==> src/rtl/alu_pkg.sv <==
// Shared types and constants for the sequenced accumulator/ALU unit.
// Op encoding, flag bit positions, BCD digit width and FSM states.
package alu_pkg;

  typedef enum logic [3:0] {
    OP_ADD = 4'd0,  OP_ADC = 4'd1,  OP_SUB = 4'd2,  OP_SBB = 4'd3,
    OP_ANA = 4'd4,  OP_XRA = 4'd5,  OP_ORA = 4'd6,  OP_CMP = 4'd7,
    OP_RLC = 4'd8,  OP_RRC = 4'd9,  OP_RAL = 4'd10, OP_RAR = 4'd11,
    OP_DAA = 4'd12, OP_CMA = 4'd13, OP_STC = 4'd14, OP_DAD = 4'd15
  } alu_op_t;

  localparam int FLG_S  = 4;
  localparam int FLG_Z  = 3;
  localparam int FLG_AC = 2;
  localparam int FLG_P  = 1;
  localparam int FLG_CY = 0;

  localparam int DIGIT_W = 4;

  typedef enum logic [1:0] {
    ST_IDLE    = 2'd0,
    ST_EXEC    = 2'd1,
    ST_EXEC_LO = 2'd2,
    ST_EXEC_HI = 2'd3
  } seq_state_t;

endpackage

==> src/rtl/alu_core.sv <==
// Combinational WIDTH-bit adder/logic/rotate/decimal-adjust core.
// carry_out is already a borrow for subtract ops; aux_carry is the digit-0 carry.
module alu_core
  import alu_pkg::*;
#(
  parameter int WIDTH = 8
) (
  input  alu_op_t          op,
  input  logic [WIDTH-1:0] a,
  input  logic [WIDTH-1:0] b,
  input  logic             carry_in,
  input  logic             aux_in,
  output logic [WIDTH-1:0] result,
  output logic             carry_out,
  output logic             aux_carry
);

  localparam int NDIG = WIDTH / DIGIT_W;
  localparam logic [DIGIT_W:0] DEC_MAX = (DIGIT_W + 1)'(9);
  localparam logic [DIGIT_W:0] DEC_FIX = (DIGIT_W + 1)'(6);

  logic               is_sub;
  logic               add_cin;
  logic [WIDTH-1:0]   b_eff;
  logic [WIDTH:0]     sum;
  logic [DIGIT_W:0]   nib_sum;
  logic [NDIG:0]      dcarry;
  logic [WIDTH-1:0]   daa_res;

  always_comb begin
    is_sub  = (op == OP_SUB) || (op == OP_SBB) || (op == OP_CMP);
    b_eff   = is_sub ? ~b : b;
    case (op)
      OP_ADC:         add_cin = carry_in;
      OP_SUB, OP_CMP: add_cin = 1'b1;
      OP_SBB:         add_cin = ~carry_in;
      default:        add_cin = 1'b0;
    endcase
    sum     = {1'b0, a} + {1'b0, b_eff} + {{WIDTH{1'b0}}, add_cin};
    nib_sum = {1'b0, a[DIGIT_W-1:0]} + {1'b0, b_eff[DIGIT_W-1:0]} + {{DIGIT_W{1'b0}}, add_cin};
  end

  // Decimal adjust: each digit absorbs the carry from below before its own >9 test.
  assign dcarry[0] = 1'b0;
  for (genvar gi = 0; gi < NDIG; gi++) begin : g_daa
    logic [DIGIT_W:0] raw;
    logic [DIGIT_W:0] adj;
    logic             fix;
    assign raw = {1'b0, a[gi*DIGIT_W +: DIGIT_W]} + {{DIGIT_W{1'b0}}, dcarry[gi]};
    assign fix = (raw > DEC_MAX) || ((gi == 0) && aux_in) || ((gi == NDIG - 1) && carry_in);
    assign adj = raw + (fix ? DEC_FIX : '0);
    assign daa_res[gi*DIGIT_W +: DIGIT_W] = adj[DIGIT_W-1:0];
    assign dcarry[gi+1] = adj[DIGIT_W];
  end

  always_comb begin
    result    = sum[WIDTH-1:0];
    carry_out = 1'b0;
    aux_carry = 1'b0;
    case (op)
      OP_ADD, OP_ADC, OP_SUB, OP_SBB, OP_CMP, OP_DAD: begin
        result    = sum[WIDTH-1:0];
        carry_out = is_sub ? ~sum[WIDTH] : sum[WIDTH];
        aux_carry = nib_sum[DIGIT_W];
      end
      OP_ANA: begin
        result    = a & b;
        aux_carry = a[DIGIT_W-1] | b[DIGIT_W-1];
      end
      OP_XRA: result = a ^ b;
      OP_ORA: result = a | b;
      OP_RLC: begin
        result    = {a[WIDTH-2:0], a[WIDTH-1]};
        carry_out = a[WIDTH-1];
      end
      OP_RRC: begin
        result    = {a[0], a[WIDTH-1:1]};
        carry_out = a[0];
      end
      OP_RAL: begin
        result    = {a[WIDTH-2:0], carry_in};
        carry_out = a[WIDTH-1];
      end
      OP_RAR: begin
        result    = {carry_in, a[WIDTH-1:1]};
        carry_out = a[0];
      end
      OP_DAA: begin
        result    = daa_res;
        carry_out = dcarry[NDIG] | carry_in;
        aux_carry = dcarry[1];
      end
      OP_CMA: result = ~a;
      OP_STC: begin
        result    = a;
        carry_out = 1'b1;
      end
      default: result = sum[WIDTH-1:0];
    endcase
  end

endmodule

==> src/rtl/alu_seq_unit.sv <==
// Clocked accumulator/ALU: one op per valid/ready handshake, registered results,
// and a two-pass double-width add that reuses the single core.
module alu_seq_unit
  import alu_pkg::*;
#(
  parameter int WIDTH = 8
) (
  input  logic               phi2,
  input  logic               rst,
  input  logic               op_valid,
  output logic               op_ready,
  input  logic [3:0]         op_code,
  input  logic [WIDTH-1:0]   op_tmp,
  input  logic [2*WIDTH-1:0] pair_a,
  input  logic [2*WIDTH-1:0] pair_b,
  input  logic               acc_wr,
  input  logic [WIDTH-1:0]   acc_wdata,
  output logic [WIDTH-1:0]   acc,
  output logic [4:0]         flags,
  output logic               res_valid,
  output logic [2*WIDTH-1:0] res_pair
);

  seq_state_t         state_reg, state_next;
  alu_op_t            op_reg, op_next;
  logic [WIDTH-1:0]   act_reg, act_next;
  logic [WIDTH-1:0]   tmp_reg, tmp_next;
  logic [2*WIDTH-1:0] pa_reg, pa_next;
  logic [2*WIDTH-1:0] pb_reg, pb_next;
  logic [WIDTH-1:0]   dad_lo_reg, dad_lo_next;
  logic               dad_cy_reg, dad_cy_next;
  logic [WIDTH-1:0]   acc_reg, acc_next;
  logic [4:0]         flags_reg, flags_next;
  logic               res_valid_reg, res_valid_next;
  logic [2*WIDTH-1:0] res_pair_reg, res_pair_next;

  alu_op_t            core_op;
  logic [WIDTH-1:0]   core_a, core_b, core_res;
  logic               core_cin, core_aux, core_co, core_ac;

  // Operand steering: DAD passes take pair halves, everything else uses ACT/TMP.
  always_comb begin
    core_op  = op_reg;
    core_a   = act_reg;
    core_b   = tmp_reg;
    core_cin = flags_reg[FLG_CY];
    core_aux = flags_reg[FLG_AC];
    if (state_reg == ST_EXEC_LO) begin
      core_op  = OP_ADD;
      core_a   = pa_reg[WIDTH-1:0];
      core_b   = pb_reg[WIDTH-1:0];
      core_cin = 1'b0;
    end else if (state_reg == ST_EXEC_HI) begin
      core_op  = OP_ADC;
      core_a   = pa_reg[2*WIDTH-1:WIDTH];
      core_b   = pb_reg[2*WIDTH-1:WIDTH];
      core_cin = dad_cy_reg;
    end
  end

  alu_core #(.WIDTH(WIDTH)) u_core (
    .op        (core_op),
    .a         (core_a),
    .b         (core_b),
    .carry_in  (core_cin),
    .aux_in    (core_aux),
    .result    (core_res),
    .carry_out (core_co),
    .aux_carry (core_ac)
  );

  always_comb begin
    state_next     = state_reg;
    op_next        = op_reg;
    act_next       = act_reg;
    tmp_next       = tmp_reg;
    pa_next        = pa_reg;
    pb_next        = pb_reg;
    dad_lo_next    = dad_lo_reg;
    dad_cy_next    = dad_cy_reg;
    acc_next       = acc_reg;
    flags_next     = flags_reg;
    res_valid_next = 1'b0;
    res_pair_next  = res_pair_reg;
    case (state_reg)
      ST_IDLE: begin
        if (acc_wr) acc_next = acc_wdata;
        if (op_valid) begin
          act_next   = acc_wr ? acc_wdata : acc_reg;
          tmp_next   = op_tmp;
          op_next    = alu_op_t'(op_code);
          pa_next    = pair_a;
          pb_next    = pair_b;
          state_next = (alu_op_t'(op_code) == OP_DAD) ? ST_EXEC_LO : ST_EXEC;
        end
      end
      ST_EXEC: begin
        state_next     = ST_IDLE;
        res_valid_next = 1'b1;
        case (op_reg)
          OP_ADD, OP_ADC, OP_SUB, OP_SBB, OP_ANA, OP_XRA, OP_ORA, OP_CMP, OP_DAA: begin
            if (op_reg != OP_CMP) acc_next = core_res;
            flags_next[FLG_S]  = core_res[WIDTH-1];
            flags_next[FLG_Z]  = (core_res == '0);
            flags_next[FLG_AC] = core_ac;
            flags_next[FLG_P]  = ~^core_res;
            flags_next[FLG_CY] = core_co;
          end
          OP_RLC, OP_RRC, OP_RAL, OP_RAR: begin
            acc_next           = core_res;
            flags_next[FLG_CY] = core_co;
          end
          OP_CMA:  acc_next = core_res;
          OP_STC:  flags_next[FLG_CY] = 1'b1;
          default: ;
        endcase
      end
      ST_EXEC_LO: begin
        dad_lo_next = core_res;
        dad_cy_next = core_co;
        state_next  = ST_EXEC_HI;
      end
      ST_EXEC_HI: begin
        res_pair_next      = {core_res, dad_lo_reg};
        flags_next[FLG_CY] = core_co;
        res_valid_next     = 1'b1;
        state_next         = ST_IDLE;
      end
      default: state_next = ST_IDLE;
    endcase
  end

  always_ff @(posedge phi2 or negedge rst) begin
    if (!rst) begin
      state_reg     <= ST_IDLE;
      op_reg        <= OP_ADD;
      act_reg       <= '0;
      tmp_reg       <= '0;
      pa_reg        <= '0;
      pb_reg        <= '0;
      dad_lo_reg    <= '0;
      dad_cy_reg    <= 1'b0;
      acc_reg       <= '0;
      flags_reg     <= '0;
      res_valid_reg <= 1'b0;
      res_pair_reg  <= '0;
    end else begin
      state_reg     <= state_next;
      op_reg        <= op_next;
      act_reg       <= act_next;
      tmp_reg       <= tmp_next;
      pa_reg        <= pa_next;
      pb_reg        <= pb_next;
      dad_lo_reg    <= dad_lo_next;
      dad_cy_reg    <= dad_cy_next;
      acc_reg       <= acc_next;
      flags_reg     <= flags_next;
      res_valid_reg <= res_valid_next;
      res_pair_reg  <= res_pair_next;
    end
  end

  assign op_ready  = (state_reg == ST_IDLE);
  assign acc       = acc_reg;
  assign flags     = flags_reg;
  assign res_valid = res_valid_reg;
  assign res_pair  = res_pair_reg;

endmodule

==> config.mk <==
export PLATFORM = sky130hd
export DESIGN_NAME = alu_seq_unit
export DESIGN_NICKNAME = d
export VERILOG_FILES = /design/src/rtl/alu_pkg.sv /design/src/rtl/alu_core.sv /design/src/rtl/alu_seq_unit.sv
export SDC_FILE = /design/constraint.sdc
export NUM_CORES = 1
export LEC_CHECK = 0
export ABC_AREA = 1
export CORE_ASPECT_RATIO = 1.25
export CORE_UTILIZATION = 35
export DETAILED_ROUTE_END_ITERATION = 12
export PLACE_DENSITY = 0.63
export SLEW_MARGIN = 15
export SYNTH_ARGS = -nofsm -noshare
export SYNTH_HDL_FRONTEND = slang
export SYNTH_SLANG_ARGS = --single-unit
==> constraint.sdc <==
create_clock -name phi2 -period 5.06 [get_ports phi2]
set_input_delay 1.012 -clock phi2 [delete_from_list [all_inputs] [get_ports phi2]]
set_output_delay 1.012 -clock phi2 [all_outputs]
set_load 0.05 [all_outputs]
**Word-level counts from Yosys, hierarchy flattened**

Cells that the tools add are included.

- Memory bits (read-only): 0
- Input bits: 56
- Latch bits: 0
- Output and inout bits: 31
- Register bits: 93
- RAM bits: 0
- Memories kept: 0

- Shifts and indexed selects: 0
- Add/sub/neg operators: 7
- Reduce and logical (&&, ||, !) cells: 23
- Order comparisons: 2
- Multiply operators: 0
- Eq/ne operators: 38
- Bitwise logic cells: 9
- Muxes and demuxes: 26
- Div/mod/pow operators: 0

Operators by type and width:

| kind | number |
|---|---|
| case mux 8 bit (11 select lines) | 1 |
| equality test 4 bit (second input constant) | 16 |
| 2-to-1 mux 8 bit | 7 |
| equality test 4 x 3 -> 1 bit (second input constant) | 8 |
| case mux 8 bit (2 select lines) | 2 |
| equality test 4 x 2 -> 1 bit (second input constant) | 4 |
| NOT 8 bit | 2 |
| OR reduction 13 bit | 1 |
| adder 8 x 8 -> 9 bit | 1 |
| adder 9 x 1 -> 9 bit | 1 |
| OR reduction 9 bit | 1 |
| AND 8 bit | 1 |
| equality test 4 x 1 -> 1 bit (second input constant) | 2 |
| logical NOT 4 bit | 2 |
| logical NOT 8 bit | 1 |
| 2-to-1 mux 4 bit | 2 |
| bitwise OR 8 bit | 1 |
| OR reduction 2 bit | 4 |
| XNOR reduction 8 bit | 1 |
| bitwise XOR 8 bit | 1 |
| 2-to-1 mux 3 bit | 2 |
| inequality test 3 x 2 -> 1 bit (second input constant) | 2 |
| case mux 1 bit (3 select lines) | 2 |
| case mux 2 bit (3 select lines) | 1 |
| other kinds (25) | 39 |

**Longest topological paths before layout**

Gate-level depths: netlist of the first run.

- Depth in word-level cells: 16
- Depth in mapped cells: 26

**Cells and area by module**

Synthesis of the first run repeated with hierarchy kept, for this count alone.

- Cell total of the unflattened synthesis: 842
- Area total of the unflattened synthesis: 6053.3 µm²

By module, submodules not included:

| module | cells each | instances | seq. area each (µm²) | area an instance (µm²) |
|---|---|---|---|---|
| alu_seq_unit | 539 | 1 | 2327.2 | 4345.4 |
| alu_core | 303 | 1 | 0.0 | 1707.9 |

**Worst setup path before layout of the first run**

No wires, ideal clock.

- Kind: register to register
- From: reg state_reg[1]
- To: reg flags_reg[1], in the netlist flags[1]
- Arrival: 3.920 ns
- Period minus slack after synthesis: 4.062 ns
- Slack: 0.998 ns
- Cell stages (with the launch flop): 26
- Path buffers: 2
- Cell sequence: dfrtp_1 > buf_6 > inv_6 > nor2_4 > buf_6 > nand2_2 > nand3b_4 > o21ai_2 > inv_1 > ha_1 > ha_1 > xor2_1 > o21ai_0 > nand3_1 > ha_1 > fa_1 > nand3b_1 > nand3_1 > nand3_1 > nor2_2 > nand2_2 > nand2_4 > ha_1 > xor2_1 > xnor2_1 > a21oi_1

- Cells in the longest elaborated chain, start to end: 14

Ends and longest elaborated chain:

| what | line | text |
|---|---|---|
| from (decl) | alu_seq_unit.sv:24 | `seq_state_t state_reg, state_next;` |
| from (signal assigned) | alu_seq_unit.sv:148 | `state_reg <= state_next;` |
| equality test 2 bit | alu_seq_unit.sv:53 | `end else if (state_reg == ST_EXEC_HI) begin` |
| 2-to-1 mux 8 bit | alu_seq_unit.sv:53 |  |
| 2-to-1 mux 8 bit | alu_seq_unit.sv:48 | `if (state_reg == ST_EXEC_LO) begin` |
| greater-than comparator 4 bit | alu_core.sv:50 | `assign fix = (raw > DEC_MAX) \|\| ((gi == 0) && aux_in) \|\| ((gi == NDIG - 1) && carry_in);` |
| logical OR 1 bit | alu_core.sv:50 |  |
| 2-to-1 mux 3 bit | alu_core.sv:51 | `assign adj = raw + (fix ? DEC_FIX : '0);` |
| adder 4 x 5 -> 5 bit | alu_core.sv:51 |  |
| adder 4 x 1 -> 5 bit | alu_core.sv:49 | `assign raw = {1'b0, a[gi*DIGIT_W +: DIGIT_W]} + {{DIGIT_W{1'b0}}, dcarry[gi]};` |
| greater-than comparator 5 x 4 -> 1 bit | alu_core.sv:50 |  |
| logical OR 1 bit | alu_core.sv:50 |  |
| 2-to-1 mux 3 bit | alu_core.sv:51 |  |
| adder 5 bit | alu_core.sv:51 |  |
| case mux 8 bit (11 select lines) | alu_core.sv:60 | `case (op)` |
| XNOR reduction 8 bit | alu_seq_unit.sv:106 | `flags_next[FLG_P] = ~^core_res;` |
| to (signal assigned) | alu_seq_unit.sv:157 | `flags_reg <= flags_next;` |
| to (decl) | alu_seq_unit.sv:33 | `logic [4:0] flags_reg, flags_next;` |

Parallel ways exist; a longest one is shown, timed or not.
A chain may end at the register's enable or synchronous reset.

**Worst setup path in the final report of the first run**

- From: reg state_reg[0]
- To: reg flags_reg[1], in the netlist flags[1]

Same word-level chain as after synthesis.

==> results.cfg, run 1 <==
[die]
start_util_pct = 35.7
core-area_sq_um = 16800
io_pins = 87
num_rows = 53
die_x_um = 119
fp.dieArea_sq_um = 17700
die_h_um = 149

[power]
p_sw_share_pct = 49.0
power_density_nw_per_um2 = 637
p_comb_share_pct = 60.0
p_switching_mw = 2.31
vdd_ir_drop_max_mv = 0.205
p_seq_share_pct = 25.2
power.total_mw = 4.71
power_leakage_nw = 3.63
pwr-share-clk_pct = 14.8
p_int_mw = 2.40

[timing]
rsz0062_at_grt = no
post-route-min-period_ns = 4.62
fin_skew_ns = 0.0100
setup_viol = 0
hold_violations = 0
max_freq_mhz = 217
maxSlewViolCount = 0
worst_slew_margin_rel_pct = 40.6
fin_tns_setup_ns = 0
timing.final.crit_share_pct = 91.3
worst_pin_slew_ns = 0.889

[synthesis]
ys_ff_latch = 93
syn_nets = 874
yosysSeqAreaShare_pct = 38.7
yosysUniqueCellTypes = 56
syn-cell-area_sq_um = 6020
yosysWarnings = 0
synth.avg_cell_area_sq_um = 7.65
syn_inst = 787

[run_status]
status = finished, final reports clean

[clocking]
clockBufferDepth = 2
cts_resized = 0
cts_tree = yes
htreeDepth = 3
cts_setup_buffers = 0
cts_root_buf = clkbuf_16
holdBufCountCts = 0
cts_buffers = 9
clk_pin_slew_ns = 0.07
clock_sinks = 93
insertion_delay_ns = 0.34

[finish]
fin_util_pct = 43.9
nFillCells = 1758
drive_gt1_share_pct = 11.6
n_antenna_cell = 0
nets = 954
seq_area_sq_um = 2330
final_area_sq_um = 7390
multi_input_area_sq_um = 3220
syn_to_final_growth_pct = 22.8

[global_routing]
grt_pass1_wl_mm = 28.2
antenna_found_initial = 0
grt_max_degree = 65
grt.total_usage_pct = 20.4
grt.overflow.total = 0
grt_pass1_vias = 5403

[setup_path]
crit_type = flip-flop to flip-flop
path_max_fanout = 10
cp_data_arrival_time_ns = 4.82
setup.worst_path.start_class = flip-flop
required_ns = 5.27
end_kind = flip-flop

[routing]
vias = 5453
wirelength_mm = 17.1
drc_errors = 0
drtIter0Drc = 318
via_per_inst = 4.99
ant_nets = 0
routedWlPerCell_um = 15.7
dr.pass1.iters = 5

[placed_design]
port_buffers = 86
hpwl_mm = 13.2
postPlaceCellArea_sq_um = 7070
gp_congestion = 0.978

[run]
cap_violations = 0

[min_path]
hold_class = flip-flop to flip-flop
==> logic make-up (layout without fill, tap and decap cells) <==
| kind of cell | Yosys count | after routing | share of synthesized area [%] |
|---|---|---|---|
| AND/OR/NAND/NOR | 415 | 415 | 31.7 |
| AO/OA/AOI/OAI | 122 | 122 | 13.1 |
| buffers and inverters | 113 | 198 | 7.90 |
| flip-flops | 93 | 93 | 38.7 |
| adder cells (fa/ha/maj) | 31 | 31 | 6.69 |
| XOR/XNOR | 13 | 13 | 1.89 |
==> power by group through the flow <==
stage	Clock (mW)	Combinational, mW	Sequential, mW
finish	0.697	2.83	1.19
global route	0.739	3.14	1.22
CTS	0.711	2.82	1.19
detailed placement	0	2.81	1.20
global placement	0	2.80	1.20
floorplan	0	1.67	1.53
==> worst max-delay path, cell delays in order (launching register included) <==
cell and delay (ns):
dfrtp_1 0.60, nand2_4 0.17, nor2_1 0.13, nor2_1 0.05
nand2_1 0.16, inv_2 0.11, o21ai_2 0.24, inv_1 0.09
ha_1 0.24, ha_1 0.23, xor2_1 0.21, o21ai_0 0.16
nand3_1 0.16, ha_1 0.25, fa_1 0.44, nand2_1 0.08
o211ai_1 0.08, nor3_1 0.18, nand2_1 0.17, inv_1 0.11
ha_1 0.24, xor2_1 0.18, xnor2_1 0.14, a21oi_1 0.08
==> Yosys cell counts (all sizes together) <==
cell type  number  share of area (%)
inv            84                5.4
o211ai          5               0.85
xnor2           5               0.73
buf            11                1.4
and3            1               0.10
a221oi          7                1.1
clkinv          3               0.21
a22oi           3               0.46
xor2            8                1.2
dfrtp          93                 39
a21boi          1               0.12
o22ai           4               0.42
o2111ai         3               0.44
nand3b          4                1.1
fa              2               0.67
nand2         296                 19
a21o            2               0.25
o31ai           1               0.12
nand3          40                4.4
nor4            2               0.21
nor3            6               0.69
nor2           57                4.6
o221ai          1               0.25
clkbuf         15               0.94
o311ai          1               0.27
ha             29                6.0
and2            1               0.15
o21ai          53                4.8
a31oi          16                1.7
o21bai          1               0.12
nand4           7               0.83
a21oi          24                2.2
or2             1               0.15
==> final cells by class <==
cell class | instances | share of cell area, %
Inverter | 87 | 4.54
Sequential cell | 93 | 31.5
Clock inverter | 5 | 0.914
Tap cell | 220 | 3.72
Timing Repair Buffer | 95 | 12.5
Multi-Input combinational cell | 581 | 43.5
Clock buffer | 11 | 3.28
==> metal layers <==
layer	vias up	track usage [%]	wire [um]
li1	2702	-	-
met1	2559	26.0	7470
met2	154	33.6	8260
met3	38	3.11	751
met4	0	10.0	609
met5	-	0	0
==> worst paths after layout <==
check	startpoint	to	slack, ns	depth (start not counted)
max in group asynchronous	rst	tmp_reg[3]	3.38	2
hold / removal	dad_lo_reg[0]	res_pair[0]	0.47	2
setup / recovery	state_reg[0]	flags[1]	0.44	23
min in group asynchronous	rst	res_pair[5]	0.75	1
setup reg to reg	state_reg[0]	flags[1]	0.44	23
hold reg to reg	dad_lo_reg[0]	res_pair[0]	0.47	2
==> stage by stage <==
stage	worst slack [ns]	std cells	hold slack, ns
global placement	0.586	1075	0.451
CTS	0.422	1091	0.468
floorplan	0.998	787	0.442
finish	0.442	1092	0.467
detailed placement	0.440	1075	0.451
global route	0.00552	1092	0.500
==> placed cells by master (no fill, tap or decap), types with 8 or more instances in the layout <==
cell type and count:
buf_4 10, dfrtp_1 93, a31oi_1 16, a21oi_1 22
o21ai_0 33, o21ai_1 14, inv_1 67, nand2_1 281
inv_2 15, clkdlybuf4s50_1 85, nand3_1 31, nor2_2 8
ha_1 29, clkbuf_16 9, nor2_1 43, nand2_2 11
xor2_1 8
No activity file was read; power rests on OpenSTA's default activity.
==> run 2: changes to the inputs <==
--- a/config.mk
+++ b/config.mk
@@ -6,6 +6,7 @@
 export NUM_CORES = 1
 export LEC_CHECK = 0
 export ABC_AREA = 1
+export ABC_CLOCK_PERIOD_IN_PS = 5060
 export CORE_ASPECT_RATIO = 1.25
 export CORE_UTILIZATION = 35
 export DETAILED_ROUTE_END_ITERATION = 12
==> results of run 2 <==
Same layout as run 1: the final DEF is identical, and so are final timing and power.
